--- config.mk ---
export PLATFORM = sky130hd
export DESIGN_NAME = sonar_scan_ctrl
export DESIGN_NICKNAME = d
export VERILOG_FILES = /design/src/rtl/sonar_pkg.sv /design/src/rtl/echo_sync.sv /design/src/rtl/sonar_scan_ctrl.sv
export SDC_FILE = /design/constraint.sdc
export NUM_CORES = 1
export LEC_CHECK = 0
export ABC_AREA = 1
export CAP_MARGIN = 20
export CORE_AREA = 4 4 129 131
export DETAILED_ROUTE_END_ITERATION = 16
export DIE_AREA = 0 0 133 135
export PLACE_DENSITY_LB_ADDON = 0.08
export RECOVER_POWER = 100
export SLEW_MARGIN = 20
export SYNTH_ARGS = -nofsm -noshare
export SYNTH_HDL_FRONTEND = slang
export SYNTH_SLANG_ARGS = --single-unit
--- constraint.sdc ---
create_clock -name clk -period 5.1 [get_ports clk]
set_input_delay 0.765 -clock clk [delete_from_list [all_inputs] [get_ports clk]]
set_output_delay 0.765 -clock clk [all_outputs]
set_load 0.05 [all_outputs]
--- src/rtl/sonar_pkg.sv ---
// Shared types and default timing for the ultrasonic sensor scanner.
package sonar_pkg;
    localparam int MEAS_W          = 24;
    localparam int DEF_N_SENSORS   = 4;
    localparam int DEF_TRIG_CYC    = 1000;
    localparam int DEF_TIMEOUT_CYC = 2_500_000;
    localparam int DEF_HOLDOFF_CYC = 6_000_000;
    localparam int DEF_NEAR_CYC    = 17400;
    localparam int DEF_FAR_CYC     = 116000;

    typedef enum logic [2:0] {
        ST_IDLE,
        ST_TRIG,
        ST_WAIT_RISE,
        ST_MEASURE,
        ST_HOLDOFF
    } scan_state_t;

    function automatic logic [MEAS_W-1:0] sat_inc(input logic [MEAS_W-1:0] v);
        return (&v) ? v : v + MEAS_W'(1);
    endfunction
endpackage

--- src/rtl/echo_sync.sv ---
// Two-flop synchronizer for the asynchronous echo lines.
module echo_sync #(
    parameter int W = 1
) (
    input  logic         clk,
    input  logic         rst_n,
    input  logic [W-1:0] d,
    output logic [W-1:0] q
);
    logic [W-1:0] meta;

    always_ff @(posedge clk or negedge rst_n) begin
        if (!rst_n) begin
            meta <= '0;
            q    <= '0;
        end else begin
            meta <= d;
            q    <= meta;
        end
    end
endmodule

--- src/rtl/sonar_scan_ctrl.sv ---
// Round-robin ultrasonic scanner: trigger, echo width measurement, near/far
// window detection and holdoff between sensors.
module sonar_scan_ctrl
    import sonar_pkg::*;
#(
    parameter int N_SENSORS   = DEF_N_SENSORS,
    parameter int TRIG_CYC    = DEF_TRIG_CYC,
    parameter int TIMEOUT_CYC = DEF_TIMEOUT_CYC,
    parameter int HOLDOFF_CYC = DEF_HOLDOFF_CYC,
    parameter int NEAR_CYC    = DEF_NEAR_CYC,
    parameter int FAR_CYC     = DEF_FAR_CYC
) (
    input  logic                 clk,
    input  logic                 rst_n,
    input  logic                 enable,
    input  logic [N_SENSORS-1:0] echo,
    output logic [N_SENSORS-1:0] trig,
    output logic [N_SENSORS-1:0] detected,
    output logic                 run,
    output logic                 meas_valid,
    output logic [2:0]           meas_idx,
    output logic [MEAS_W-1:0]    meas_cycles,
    output logic                 meas_timeout
);
    localparam logic [MEAS_W-1:0] TRIG_LAST = MEAS_W'(TRIG_CYC - 1);
    localparam logic [MEAS_W-1:0] HOLD_LAST = MEAS_W'(HOLDOFF_CYC - 1);
    localparam logic [MEAS_W-1:0] TO_C      = MEAS_W'(TIMEOUT_CYC);
    localparam logic [MEAS_W-1:0] NEAR_C    = MEAS_W'(NEAR_CYC);
    localparam logic [MEAS_W-1:0] FAR_C     = MEAS_W'(FAR_CYC);

    scan_state_t          state;
    logic [MEAS_W-1:0]    cnt;
    logic [2:0]           idx, idx_next;
    logic [N_SENSORS-1:0] es, es_d, sel, sel_next, det_next;
    logic                 es_cur, es_rise, done, done_to, in_win;

    echo_sync #(.W(N_SENSORS)) u_sync (.clk(clk), .rst_n(rst_n), .d(echo), .q(es));

    assign idx_next = (idx == 3'(N_SENSORS - 1)) ? 3'd0 : idx + 3'd1;
    assign sel      = N_SENSORS'(1) << idx;
    assign sel_next = N_SENSORS'(1) << idx_next;
    assign es_cur   = |(es & sel);
    // es_d carries the level seen during TRIG, so an echo already high is not an edge
    assign es_rise  = |(es & ~es_d & sel);
    assign in_win   = (cnt > NEAR_C) && (cnt < FAR_C);

    always_comb begin
        done    = 1'b0;
        done_to = 1'b0;
        if (enable) begin
            case (state)
                ST_WAIT_RISE: if (!es_rise && cnt >= TO_C) begin
                    done    = 1'b1;
                    done_to = 1'b1;
                end
                ST_MEASURE: if (!es_cur) begin
                    done = 1'b1;
                end else if (cnt >= TO_C) begin
                    done    = 1'b1;
                    done_to = 1'b1;
                end
                default: ;
            endcase
        end
        det_next = detected;
        if (done)
            det_next = (detected & ~sel) | ((!done_to && in_win) ? sel : '0);
    end

    always_ff @(posedge clk or negedge rst_n) begin
        if (!rst_n) begin
            state        <= ST_IDLE;
            cnt          <= '0;
            idx          <= '0;
            es_d         <= '0;
            trig         <= '0;
            detected     <= '0;
            run          <= 1'b0;
            meas_valid   <= 1'b0;
            meas_idx     <= '0;
            meas_cycles  <= '0;
            meas_timeout <= 1'b0;
        end else begin
            es_d       <= es;
            meas_valid <= 1'b0;
            detected   <= det_next;
            run        <= |det_next;
            if (done) begin
                meas_valid   <= 1'b1;
                meas_idx     <= idx;
                meas_cycles  <= cnt;
                meas_timeout <= done_to;
                state        <= ST_HOLDOFF;
                cnt          <= '0;
            end else begin
                case (state)
                    ST_IDLE: if (enable) begin
                        state <= ST_TRIG;
                        cnt   <= '0;
                        trig  <= sel;
                    end
                    ST_TRIG, ST_WAIT_RISE, ST_MEASURE: begin
                        if (!enable) begin
                            state <= ST_IDLE;
                            trig  <= '0;
                            cnt   <= '0;
                        end else if (state == ST_TRIG && cnt == TRIG_LAST) begin
                            state <= ST_WAIT_RISE;
                            trig  <= '0;
                            cnt   <= '0;
                        end else if (state == ST_WAIT_RISE && es_rise) begin
                            state <= ST_MEASURE;
                            cnt   <= MEAS_W'(1);
                        end else begin
                            cnt <= sat_inc(cnt);
                        end
                    end
                    ST_HOLDOFF: if (cnt == HOLD_LAST) begin
                        idx <= idx_next;
                        cnt <= '0;
                        if (enable) begin
                            state <= ST_TRIG;
                            trig  <= sel_next;
                        end else begin
                            state <= ST_IDLE;
                        end
                    end else begin
                        cnt <= sat_inc(cnt);
                    end
                    default: state <= ST_IDLE;
                endcase
            end
        end
    end
endmodule

==> results of run 1 <==
-- cells by family (layout without fill, tap and decap cells) --
logic type,count (synthesis),count (layout),synth area share (%)
and+or+nand+nor,329,329,32.8
DFF,80,80,45.6
AOI/OAI and AO/OA,74,74,9.46
buffers and inverters,74,120,6.92
xor gates and xnor gates,18,18,3.59
adders and majority gates,6,6,1.71
-- state kept, by name (all words and copies together) (netlist names) --
signal	flops
u_sync.meta	4
meas_cycles	24
meas_timeout	1
trig	4
idx	3
u_sync.q	4
meas_valid	1
meas_idx	3
state	3
cnt	24
es_d	4
detected	4
run	1
-- per-layer routing --
metal	vias to the layer above	GRT usage, %	wire (um)
met5	-	0	0
met4	0	7.27	391
met3	26	2.57	511
met2	93	24.0	5960
met1	1837	20.9	6150
li1	1963	-	-
-- per-stage QoR --
stage               setup slack (ns)  std cells
floorplan                       3.26        581
global placement                2.30        827
detailed placement              2.19        827
CTS                             2.43        843
global route                    1.89        843
finish                          2.30        843
-- worst paths after layout --
kind / startpoint / end / slack, ns / cells past startpoint
max in group asynchronous: rst_n / meas_cycles[22] / 4.13 / 1
max reg2reg: cnt[0] / cnt[15] / 2.30 / 10
min: u_sync.meta[1] / u_sync.q[1] / 0.35 / 0
min reg2reg: u_sync.meta[1] / u_sync.q[1] / 0.35 / 0
max: enable / cnt[9] / 2.30 / 9
min in group asynchronous: rst_n / meas_cycles[7] / 0.47 / 1
-- worst register-to-register path, stage by stage (launching register included) --
cell	delay (ns)
sky130_fd_sc_hd__dfrtp_1	0.43
sky130_fd_sc_hd__ha_1	0.23
sky130_fd_sc_hd__nand2_1	0.07
sky130_fd_sc_hd__nor2_1	0.20
sky130_fd_sc_hd__clkinv_1	0.12
sky130_fd_sc_hd__nor4_1	0.30
sky130_fd_sc_hd__nand3_1	0.33
sky130_fd_sc_hd__nand2_1	0.22
sky130_fd_sc_hd__nand2_1	0.46
sky130_fd_sc_hd__nand2_1	0.19
sky130_fd_sc_hd__o21ai_0	0.10
-- power by group through the flow --
| stage | logic (mW) | clock network (mW) | registers, mW |
|---|---|---|---|
| 6_report | 0.536 | 0.683 | 0.735 |
| 5_1_grt | 0.600 | 0.730 | 0.748 |
| 4_1_cts | 0.573 | 0.705 | 0.738 |
| 3_5_place_dp | 0.572 | 0 | 0.750 |
| 3_3_place_gp | 0.571 | 0 | 0.748 |
| 2_1_floorplan | 0.260 | 0 | 0.873 |
-- layout make-up --
class                   count  area [sq um]  area share (%)
multi-input cells         427          2050            38.7
clock inverters             4          51.3           0.968
well taps                 216           270            5.10
repair buffers             44           442            8.34
flip-flops and latches     80          2000            37.8
inverters                  60           225            4.25
clock buffers              12           256            4.84
-- Yosys cell counts (2+ instances only) --
| cell type | n | area [sq um] |
|---|---|---|
| sky130_fd_sc_hd__nand2_2 | 4 | 25.0 |
| sky130_fd_sc_hd__nor3_2 | 2 | 20.0 |
| sky130_fd_sc_hd__nand4_1 | 12 | 75.1 |
| sky130_fd_sc_hd__nand2_4 | 2 | 22.5 |
| sky130_fd_sc_hd__ha_1 | 6 | 75.1 |
| sky130_fd_sc_hd__a21oi_1 | 7 | 35.0 |
| sky130_fd_sc_hd__buf_2 | 6 | 30.0 |
| sky130_fd_sc_hd__nor4_1 | 7 | 43.8 |
| sky130_fd_sc_hd__buf_6 | 2 | 22.5 |
| sky130_fd_sc_hd__clkbuf_1 | 5 | 18.8 |
| sky130_fd_sc_hd__nand3_1 | 36 | 180 |
| sky130_fd_sc_hd__o32ai_1 | 4 | 35.0 |
| sky130_fd_sc_hd__nor2_2 | 8 | 50.1 |
| sky130_fd_sc_hd__xor2_1 | 18 | 158 |
| sky130_fd_sc_hd__nand2_1 | 183 | 687 |
| sky130_fd_sc_hd__o21ai_0 | 40 | 200 |
| sky130_fd_sc_hd__nor2_1 | 57 | 214 |
| sky130_fd_sc_hd__inv_2 | 5 | 18.8 |
| sky130_fd_sc_hd__o21ai_2 | 6 | 52.6 |
| sky130_fd_sc_hd__dfrtp_1 | 80 | 2000 |
| sky130_fd_sc_hd__nor3_1 | 13 | 65.1 |
| sky130_fd_sc_hd__o21ai_1 | 14 | 70.1 |
| sky130_fd_sc_hd__nand3_2 | 2 | 20.0 |
| sky130_fd_sc_hd__inv_1 | 54 | 203 |
==> run summary, run 1 <==
==========================================================================================
Post-route core utilization .................................................        34.0%
Final nets ..................................................................          635
Commonest non-fill, non-tap cells in the layout ............................. 185 x sky130_fd_sc_hd__nand2_1, 80 x sky130_fd_sc_hd__dfrtp_1, 60 x sky130_fd_sc_hd__nor2_1, 59 x sky130_fd_sc_hd__o21ai_0, 54 x sky130_fd_sc_hd__inv_1
Worst rel slew slack ........................................................        49.8%
Worst Path Class, Setup ..................................................... input pin to flop
HPWL reported at the end of detailed placement ..............................      9420 um
Slew Viols, Final ...........................................................            0
# Post-CTS Setup Buffers ....................................................            0
Number of DRC violations after detailed routing .............................            0
Most frequent standard cell in the layout excluding fill and tap cells ...... sky130_fd_sc_hd__nand2_1
Die Area .................................................................... 0.0180 sq mm
Number of antenna cells inserted ............................................            0
Lkg Pwr .....................................................................      2.57 nW
Number of violations of the max-capacitance limit ...........................            0
Slew at the pin with the worst max-slew slack ...............................     0.753 ns
Fraction of power consumed by the clock network .............................        35.0%
Post-layout total power .....................................................      1.95 mW
Height of the die ...........................................................       135 um
Critical path required time .................................................      5.39 ns
Overall routed net length ...................................................     13000 um
Clock edge transition at the registers on the reported setup and hold paths .      0.06 ns
Gate power share ............................................................        27.4%
Skew final ..................................................................   0.00893 ns
Avg Vias per Cell ...........................................................         4.65
Sum of buffers and inverters on the critical path ...........................            2
Synth Cell Area ............................................................. 0.00439 sq mm
PwrDens .....................................................................  369 mW/mm^2
Filler cell count in the final layout .......................................         1687
Psw .........................................................................     0.726 mW
Number of vias after detailed routing .......................................         3919
H-tree levels ...............................................................            3
Total negative slack ........................................................         0 ns
Post-route fraction of the period consumed by the critical path .............        54.9%
Final hold viol count .......................................................            0
CTS-repair resized insts ....................................................            0
Number of routed nets with antenna violations ...............................            0
Yosys warning total .........................................................            0
Post-placement cell area .................................................... 0.00502 sq mm
Post-detailed-route wirelength per cell .....................................      15.4 um
Congestion Overflow GR ......................................................            0
Fraction of layout cells with a size suffix above 1 .........................        5.74%
Final setup fails ...........................................................            0
Startpoint kind of the worst setup timing path ..............................    input pin
Die W .......................................................................       133 um
Via count of the first global-routing pass ..................................         3957
Starting density of the core ................................................        28.2%
Post-Synthesis Net Count ....................................................          594
Final period demand of the worst path .......................................      2.80 ns
Worst endpoint data arrival time ............................................      3.09 ns
Placer Congestion ...........................................................        0.906
TritonCTS buffer count ......................................................            9
Crit path capture type ......................................................         flop
Mean cell area of the mapped netlist ........................................   7.56 sq um
Clock net sink count ........................................................           80
Largest fanout of any net on the critical path ..............................           18
Clock latency at the later pin of the worst-skew pair .......................      0.35 ns
Core footprint .............................................................. 0.0156 sq mm
Unique masters post-synth ...................................................           32
Largest delay contributor family on the critical path ....................... simple AND/OR/NAND/NOR gates
Number of buffers inserted by port buffering ................................           44
Initial antenna violation count .............................................            0
Synthesis-to-layout area growth .............................................        20.6%
Class of the worst hold path ................................................ flop to flop
Internal ....................................................................      1.23 mW
Worst path slowest cell ..................................................... sky130_fd_sc_hd__clkdlybuf4s50_1
Outcome ..................................................................... complete, no violations
Count of pins on the block boundary .........................................           45
Flop and latch count out of synthesis .......................................           80
Std cell rows ...............................................................           46
Share of total power consumed by net switching ..............................        37.2%
Highest clock frequency the design can meet .................................    0.357 GHz
DRC marker count from the first detailed-route iteration ....................          241
Number of synthesized flops with an enable pin ..............................            0
Longest individual stage delay on the worst path ............................      0.81 ns
Share of the yosys chip area belonging to registers .........................        45.6%
Synth Instances .............................................................          581
Worst-path cell chain ....................................................... clkdlybuf4s50_1, inv_1, nor2_1, o21ai_2, nor2_1, nand3_2, nand2_1, nand3_1, nand2_1
Most instantiated flip-flop cell in the synthesis netlist ................... sky130_fd_sc_hd__dfrtp_1
Fin area .................................................................... 0.00530 sq mm
Fraction of synthesis flops using an asynchronous set or reset pin ..........         100%
VDD IR max ..................................................................     0.152 mV
Global-route wire length before repair ......................................     21800 um
Fin Hold WS .................................................................     0.348 ns
TritonCTS clock tree ........................................................        built
Setup repair after global routing missed its margin .........................           no
Root Driver ................................................................. sky130_fd_sc_hd__clkbuf_16
Cts hold-fix bufs ...........................................................            0
Detailed-router iteration count before antenna repair .......................            4
Max Buffers Root-to-Sink ....................................................            2
Total global-route track usage ..............................................        15.4%
Maximum number of pins on one net before global-route repair ................           81
Share of power burned in registers ..........................................        37.6%
==========================================================================================
(Power assumes the default switching activity.)
==> run 2, diff against run 1 <==
==> constraint.sdc (replaced) <==
create_clock -name clk -period 2.5 [get_ports clk]
set_input_delay 0.375 -clock clk [delete_from_list [all_inputs] [get_ports clk]]
set_output_delay 0.375 -clock clk [all_outputs]
set_load 0.05 [all_outputs]
==> run summary, run 2 (synthesis results as in run 1) <==
==========================================================================================
Outcome ..................................................................... complete, no violations
Placer Congestion ...........................................................        0.866
Clock edge transition at the registers on the reported setup and hold paths .      0.06 ns
Synthesis-to-layout area growth .............................................        23.7%
Post-detailed-route wirelength per cell .....................................      15.4 um
Startpoint kind of the worst setup timing path ..............................         flop
Critical register-to-register path endpoint .................................       cnt[1]
TritonCTS clock tree ........................................................        built
Worst Path Class, Setup ..................................................... flop to flop
# placed instances ..........................................................          844
Crit path capture type ......................................................         flop
Psw .........................................................................      1.49 mW
Reg2Reg Launch Point ........................................................       cnt[1]
Share of total power consumed by net switching ..............................        36.6%
Total global-route track usage ..............................................        15.4%
Gate power share ............................................................        30.1%
HPWL reported at the end of detailed placement ..............................     10100 um
Count of pins on the block boundary .........................................           45
Setup repair after global routing missed its margin .........................           no
Core footprint .............................................................. 0.0156 sq mm
Maximum number of pins on one net before global-route repair ................           42
Filler cell count in the final layout .......................................         1657
Std cell rows ...............................................................           46
Height of the die ...........................................................       135 um
Leading registers by flop count ............................................. cnt (24), meas_cycles (24)
Max Buffers Root-to-Sink ....................................................            2
Number of buffers inserted by port buffering ................................           44
Critical path required time .................................................      2.76 ns
TritonCTS buffer count ......................................................            9
Worst R2R Path Depth ........................................................           12
Initial antenna violation count .............................................            0
Final nets ..................................................................          652
Fraction of layout cells with a size suffix above 1 .........................        8.07%
Root Driver ................................................................. sky130_fd_sc_hd__clkbuf_16
Starting density of the core ................................................        28.2%
Fraction of power consumed by the clock network .............................        33.3%
Final setup fails ...........................................................            0
Share of power burned in registers ..........................................        36.6%
PwrDens .....................................................................  750 mW/mm^2
Number of antenna cells inserted ............................................            0
Detailed-router iteration count before antenna repair .......................            4
Number of routed nets with antenna violations ...............................            0
Cts hold-fix bufs ...........................................................            0
Congestion Overflow GR ......................................................            0
Post-route fraction of the period consumed by the critical path .............        90.5%
DRC marker count from the first detailed-route iteration ....................          222
Die Area .................................................................... 0.0180 sq mm
Highest clock frequency the design can meet .................................    0.442 GHz
Most frequent standard cell in the layout excluding fill and tap cells ...... sky130_fd_sc_hd__nand2_1
H-tree levels ...............................................................            3
Clock net sink count ........................................................           80
Commonest non-fill, non-tap cells in the layout ............................. 185 x sky130_fd_sc_hd__nand2_1, 80 x sky130_fd_sc_hd__dfrtp_1, 59 x sky130_fd_sc_hd__nor2_1, 56 x sky130_fd_sc_hd__o21ai_0, 54 x sky130_fd_sc_hd__inv_1
Final worst setup slack .....................................................     0.238 ns
Lkg Pwr .....................................................................      2.64 nW
Final period demand of the worst path .......................................      2.26 ns
Setup slack at placement ....................................................     0.253 ns
VDD IR max ..................................................................     0.344 mV
Worst endpoint data arrival time ............................................      2.52 ns
Global-route wire length before repair ......................................     21600 um
Die W .......................................................................       133 um
Worst R2R Setup Slack .......................................................      0.24 ns
Number of DRC violations after detailed routing .............................            0
Final hold viol count .......................................................            0
Slew at the pin with the worst max-slew slack ...............................      1.08 ns
Clock latency at the later pin of the worst-skew pair .......................      0.35 ns
Number of violations of the max-capacitance limit ...........................            0
Slew Viols, Final ...........................................................            0
Overall routed net length ...................................................     13200 um
Internal ....................................................................      2.58 mW
Finished Layout Cells .......................................................          860
Post-layout total power .....................................................      4.08 mW
Class of the worst hold path ................................................ input pin to asynchronous set/reset pin
Worst rel slew slack ........................................................        28.2%
Largest fanout of any net on the critical path ..............................            4
Avg Vias per Cell ...........................................................         4.61
# Post-CTS Setup Buffers ....................................................            0
Skew final ..................................................................   0.00791 ns
Number of vias after detailed routing .......................................         3965
Via count of the first global-routing pass ..................................         3904
Total negative slack ........................................................         0 ns
==========================================================================================
-- run 2: repair_timing --
item | in CTS | in global routing
endpoints found under the hold margin | 0 | 0
setup endpoints to repair | 0 | 4
resized for setup | 0 | 1
-- run 2: worst max path at each step --
stage / cells after the start / end / from
2_1_floorplan: 14 / cnt[18] / idx[0]
3_3_place_gp: 11 / cnt[5] / cnt[1]
3_5_place_dp: 11 / cnt[5] / cnt[1]
4_1_cts: 11 / cnt[5] / cnt[1]
5_1_grt: 11 / cnt[1] / cnt[12]
6_report: 12 / cnt[1] / cnt[1]
-- run 2: power by group through the flow --
stage	combinational, mW	clock (mW)	sequential, mW
6_report	1.23	1.36	1.49
5_1_grt	1.34	1.45	1.51
4_1_cts	1.33	1.40	1.50
3_5_place_dp	1.33	0	1.52
3_3_place_gp	1.32	0	1.52
2_1_floorplan	0.531	0	1.78
-- run 2: final cells by class --
| class | count | area [sq um] | share of cell area [%] |
|---|---|---|---|
| Multi-Input combinational cell | 427 | 2060 | 38.0 |
| Sequential cell | 80 | 2000 | 36.8 |
| Timing Repair Buffer | 61 | 569 | 10.5 |
| Tap cell | 216 | 270 | 4.97 |
| Clock buffer | 14 | 264 | 4.86 |
| Inverter | 60 | 225 | 4.15 |
| Clock inverter | 2 | 37.5 | 0.691 |
-- run 2: worst max-delay path, stage by stage (launching register included) --
cell and delay, ns:
sky130_fd_sc_hd__dfrtp_1 0.36, sky130_fd_sc_hd__ha_1 0.21, sky130_fd_sc_hd__nand2_1 0.08, sky130_fd_sc_hd__nor2_2 0.17, sky130_fd_sc_hd__nand2_1 0.17, sky130_fd_sc_hd__nor2_1 0.17, sky130_fd_sc_hd__inv_1 0.14, sky130_fd_sc_hd__nor3_2 0.38
sky130_fd_sc_hd__buf_4 0.19, sky130_fd_sc_hd__nor2_1 0.03, sky130_fd_sc_hd__a21oi_1 0.11, sky130_fd_sc_hd__nand2_1 0.07, sky130_fd_sc_hd__o21ai_0 0.09
-- run 2: metal layers --
layer	global-route usage, %	wire, um	vias to the layer above
met1	20.8	6400	1880
met4	5.60	253	0
li1	-	-	1992
met2	24.8	6170	75
met3	2.61	391	18
met5	0	0	-
-- run 2: stage by stage --
| step | instance area [sq um] | util, % | hold slack [ns] |
|---|---|---|---|
| 2_1_floorplan | 4390 | - | 0.0794 |
| 3_3_place_gp | 5200 | 33.3 | 0.335 |
| 3_5_place_dp | 5200 | 33.3 | 0.335 |
| 4_1_cts | 5500 | 35.3 | 0.0425 |
| 5_1_grt | 5430 | 34.8 | 0.327 |
| 6_report | 5430 | 34.8 | 0.214 |
==> run 3, diff against run 2 <==
--- a/config.mk
+++ b/config.mk
@@ -7,9 +7,9 @@
 export LEC_CHECK = 0
 export ABC_AREA = 1
 export CAP_MARGIN = 20
-export CORE_AREA = 4 4 129 131
+export CORE_AREA = 4 4 97 99
 export DETAILED_ROUTE_END_ITERATION = 16
-export DIE_AREA = 0 0 133 135
+export DIE_AREA = 0 0 101 103
 export PLACE_DENSITY_LB_ADDON = 0.08
 export RECOVER_POWER = 100
 export SLEW_MARGIN = 20
==> run summary, run 3 (synthesis results as in run 1) <==
==========================================================================================
Clock net sink count ........................................................           80
Filler cell count in the final layout .......................................          793
Highest clock frequency the design can meet .................................    0.436 GHz
Post-route fraction of the period consumed by the critical path .............        91.7%
PwrDens .....................................................................  711 mW/mm^2
Die W .......................................................................       101 um
Via count of the first global-routing pass ..................................         4014
Detailed-router iteration count before antenna repair .......................            5
Worst Path Class, Setup ..................................................... flop to flop
Slew at the pin with the worst max-slew slack ...............................     0.994 ns
Max Buffers Root-to-Sink ....................................................            2
Post-detailed-route wirelength per cell .....................................      16.0 um
Cell occurring most often along the worst timing path ....................... sky130_fd_sc_hd__nand2_1
Lkg Pwr .....................................................................      2.60 nW
Global-route wire length before repair ......................................     20200 um
Largest fanout of any net on the critical path ..............................           26
Number of antenna cells inserted ............................................            0
Synthesis-to-layout area growth .............................................        18.5%
Final setup fails ...........................................................            0
H-tree levels ...............................................................            3
Total number of cells along the worst setup path ............................           14
Post-route core utilization .................................................        60.9%
Leading registers by flop count ............................................. cnt (24), meas_cycles (24)
Worst endpoint data arrival time ............................................      2.53 ns
Number of routed nets with antenna violations ...............................            0
Placer Congestion ...........................................................        0.910
TritonCTS buffer count ......................................................            9
Sum of buffers and inverters on the critical path ...........................            2
Total global-route track usage ..............................................        25.0%
Die Area .................................................................... 0.0104 sq mm
HPWL reported at the end of detailed placement ..............................      9160 um
Startpoint kind of the worst setup timing path ..............................         flop
# placed instances ..........................................................          737
Crit path capture type ......................................................         flop
Avg Vias per Cell ...........................................................         5.43
Outcome ..................................................................... complete, no violations
Finished Layout Cells .......................................................          753
Std cell rows ...............................................................           34
Most frequent standard cell in the layout excluding fill and tap cells ...... sky130_fd_sc_hd__nand2_1
Worst rel slew slack ........................................................        33.8%
Root Driver ................................................................. sky130_fd_sc_hd__clkbuf_8
Core footprint .............................................................. 0.00855 sq mm
Clock latency at the later pin of the worst-skew pair .......................      0.36 ns
Total negative slack ........................................................         0 ns
Number of violations of the max-capacitance limit ...........................            0
Longest individual stage delay on the worst path ............................      0.44 ns
Number of vias after detailed routing .......................................         4087
Worst R2R Setup Slack .......................................................      0.21 ns
Clock edge transition at the registers on the reported setup and hold paths .      0.09 ns
Class of the worst hold path ................................................ input pin to asynchronous set/reset pin
Slew Viols, Final ...........................................................            0
Worst path slowest cell ..................................................... sky130_fd_sc_hd__dfrtp_1
Congestion Overflow GR ......................................................            0
Largest delay contributor family on the critical path ....................... simple AND/OR/NAND/NOR gates
Final nets ..................................................................          653
Setup repair after global routing missed its margin .........................           no
Reg2Reg Launch Point ........................................................       idx[0]
Skew final ..................................................................   0.00912 ns
Final period demand of the worst path .......................................      2.29 ns
Critical register-to-register path endpoint .................................       idx[0]
Number of buffers inserted by port buffering ................................           44
Maximum number of pins on one net before global-route repair ................           42
Starting density of the core ................................................        51.4%
Count of pins on the block boundary .........................................           45
Number of DRC violations after detailed routing .............................            0
Fraction of layout cells with a size suffix above 1 .........................        8.37%
Height of the die ...........................................................       103 um
DRC marker count from the first detailed-route iteration ....................          251
VDD IR max ..................................................................     0.503 mV
Final hold viol count .......................................................            0
Overall routed net length ...................................................     12000 um
Worst R2R Path Depth ........................................................           14
Critical path required time .................................................      2.74 ns
# Post-CTS Setup Buffers ....................................................            0
Initial antenna violation count .............................................            0
Commonest non-fill, non-tap cells in the layout ............................. 184 x sky130_fd_sc_hd__nand2_1, 80 x sky130_fd_sc_hd__dfrtp_1, 58 x sky130_fd_sc_hd__nor2_1, 55 x sky130_fd_sc_hd__inv_1, 55 x sky130_fd_sc_hd__o21ai_0
Worst-path cell chain ....................................................... ha_1, inv_1, nor2_2, nand2_1, nor2_1, nor2_1, nand2_1, inv_1, nand3_4, nand2_4, nand2_4, nand3b_1, nand2_1, o21ai_0
TritonCTS clock tree ........................................................        built
==========================================================================================
## run 3: changes by cell type in the layout (fill, tap and decap cells not counted), sizes merged
cell,before,now
inv,59,62
clkinv,1,2
clkbuf,20,14
clkinvlp,1,2
buf,12,14
## run 3: through the flow
| step | total power [mW] | hold WS (ns) | setup slack [ns] | cell area, sq um |
|---|---|---|---|---|
| 3_5_place_dp | 2.77 | 0.336 | 0.284 | 5060 |
| 3_3_place_gp | 2.75 | 0.332 | 0.310 | 5060 |
| 6_report | 3.70 | 0.170 | 0.208 | 5210 |
| 5_1_grt | 3.90 | 0.269 | 0.0417 | 5210 |
| 2_1_floorplan | 2.31 | 0.0794 | 0.660 | 4390 |
| 4_1_cts | 3.78 | 0.00781 | 0.252 | 5260 |
## run 3: per-layer routing
layer / vias to the layer above / GRT usage [%] / wire length (um)
li1: 2000 / - / -
met1: 1909 / 33.1 / 5270
met2: 143 / 40.7 / 5710
met3: 35 / 3.32 / 609
met4: 0 / 12.5 / 454
met5: - / 0 / 0
## run 3: worst max path at each step
stage / startpoint / end
final: idx[0] / idx[0]
after global routing: cnt[0] / cnt[5]
after CTS: cnt[22] / cnt[13]
after detailed placement: cnt[22] / meas_cycles[7]
after global placement: cnt[22] / meas_cycles[20]
after floorplan: idx[0] / cnt[18]
## run 3: repair_timing
action / 4_1_cts / 5_1_grt
gates resized for setup: 0 / 1
setup endpoints to repair: 0 / 4
hold buffers: 0 / 0
## run 3: layout make-up
class / instances / area (sq um) / share of cell area, %
timing repair buffer: 62 / 582 / 11.2
clock buffer: 9 / 124 / 2.38
multi-input combinational: 427 / 2060 / 39.6
clock inverter: 7 / 76.3 / 1.47
inverter: 60 / 225 / 4.33
tap: 108 / 135 / 2.60
sequential: 80 / 2000 / 38.5
## run 3: worst register-to-register path, delay by kind of cell, from the launching register on
| kind | cells | cell delay (ns) |
|---|---|---|
| AND/OR/NAND/NOR | 10 | 1.37 |
| flip-flops | 1 | 0.44 |
| adder cells (fa/ha/maj) | 1 | 0.17 |
| buffers and inverters | 2 | 0.11 |
| AO/OA/AOI/OAI | 1 | 0.08 |
## run 3: power by group
group          leakage [nW]  total, mW  switching [mW]  internal [mW]
Sequential             1.07       1.50          0.0897           1.41
Combinational          1.43       1.20           0.872          0.329
Clock                0.0966      0.998           0.527          0.470
Total                  2.60       3.70            1.49           2.21
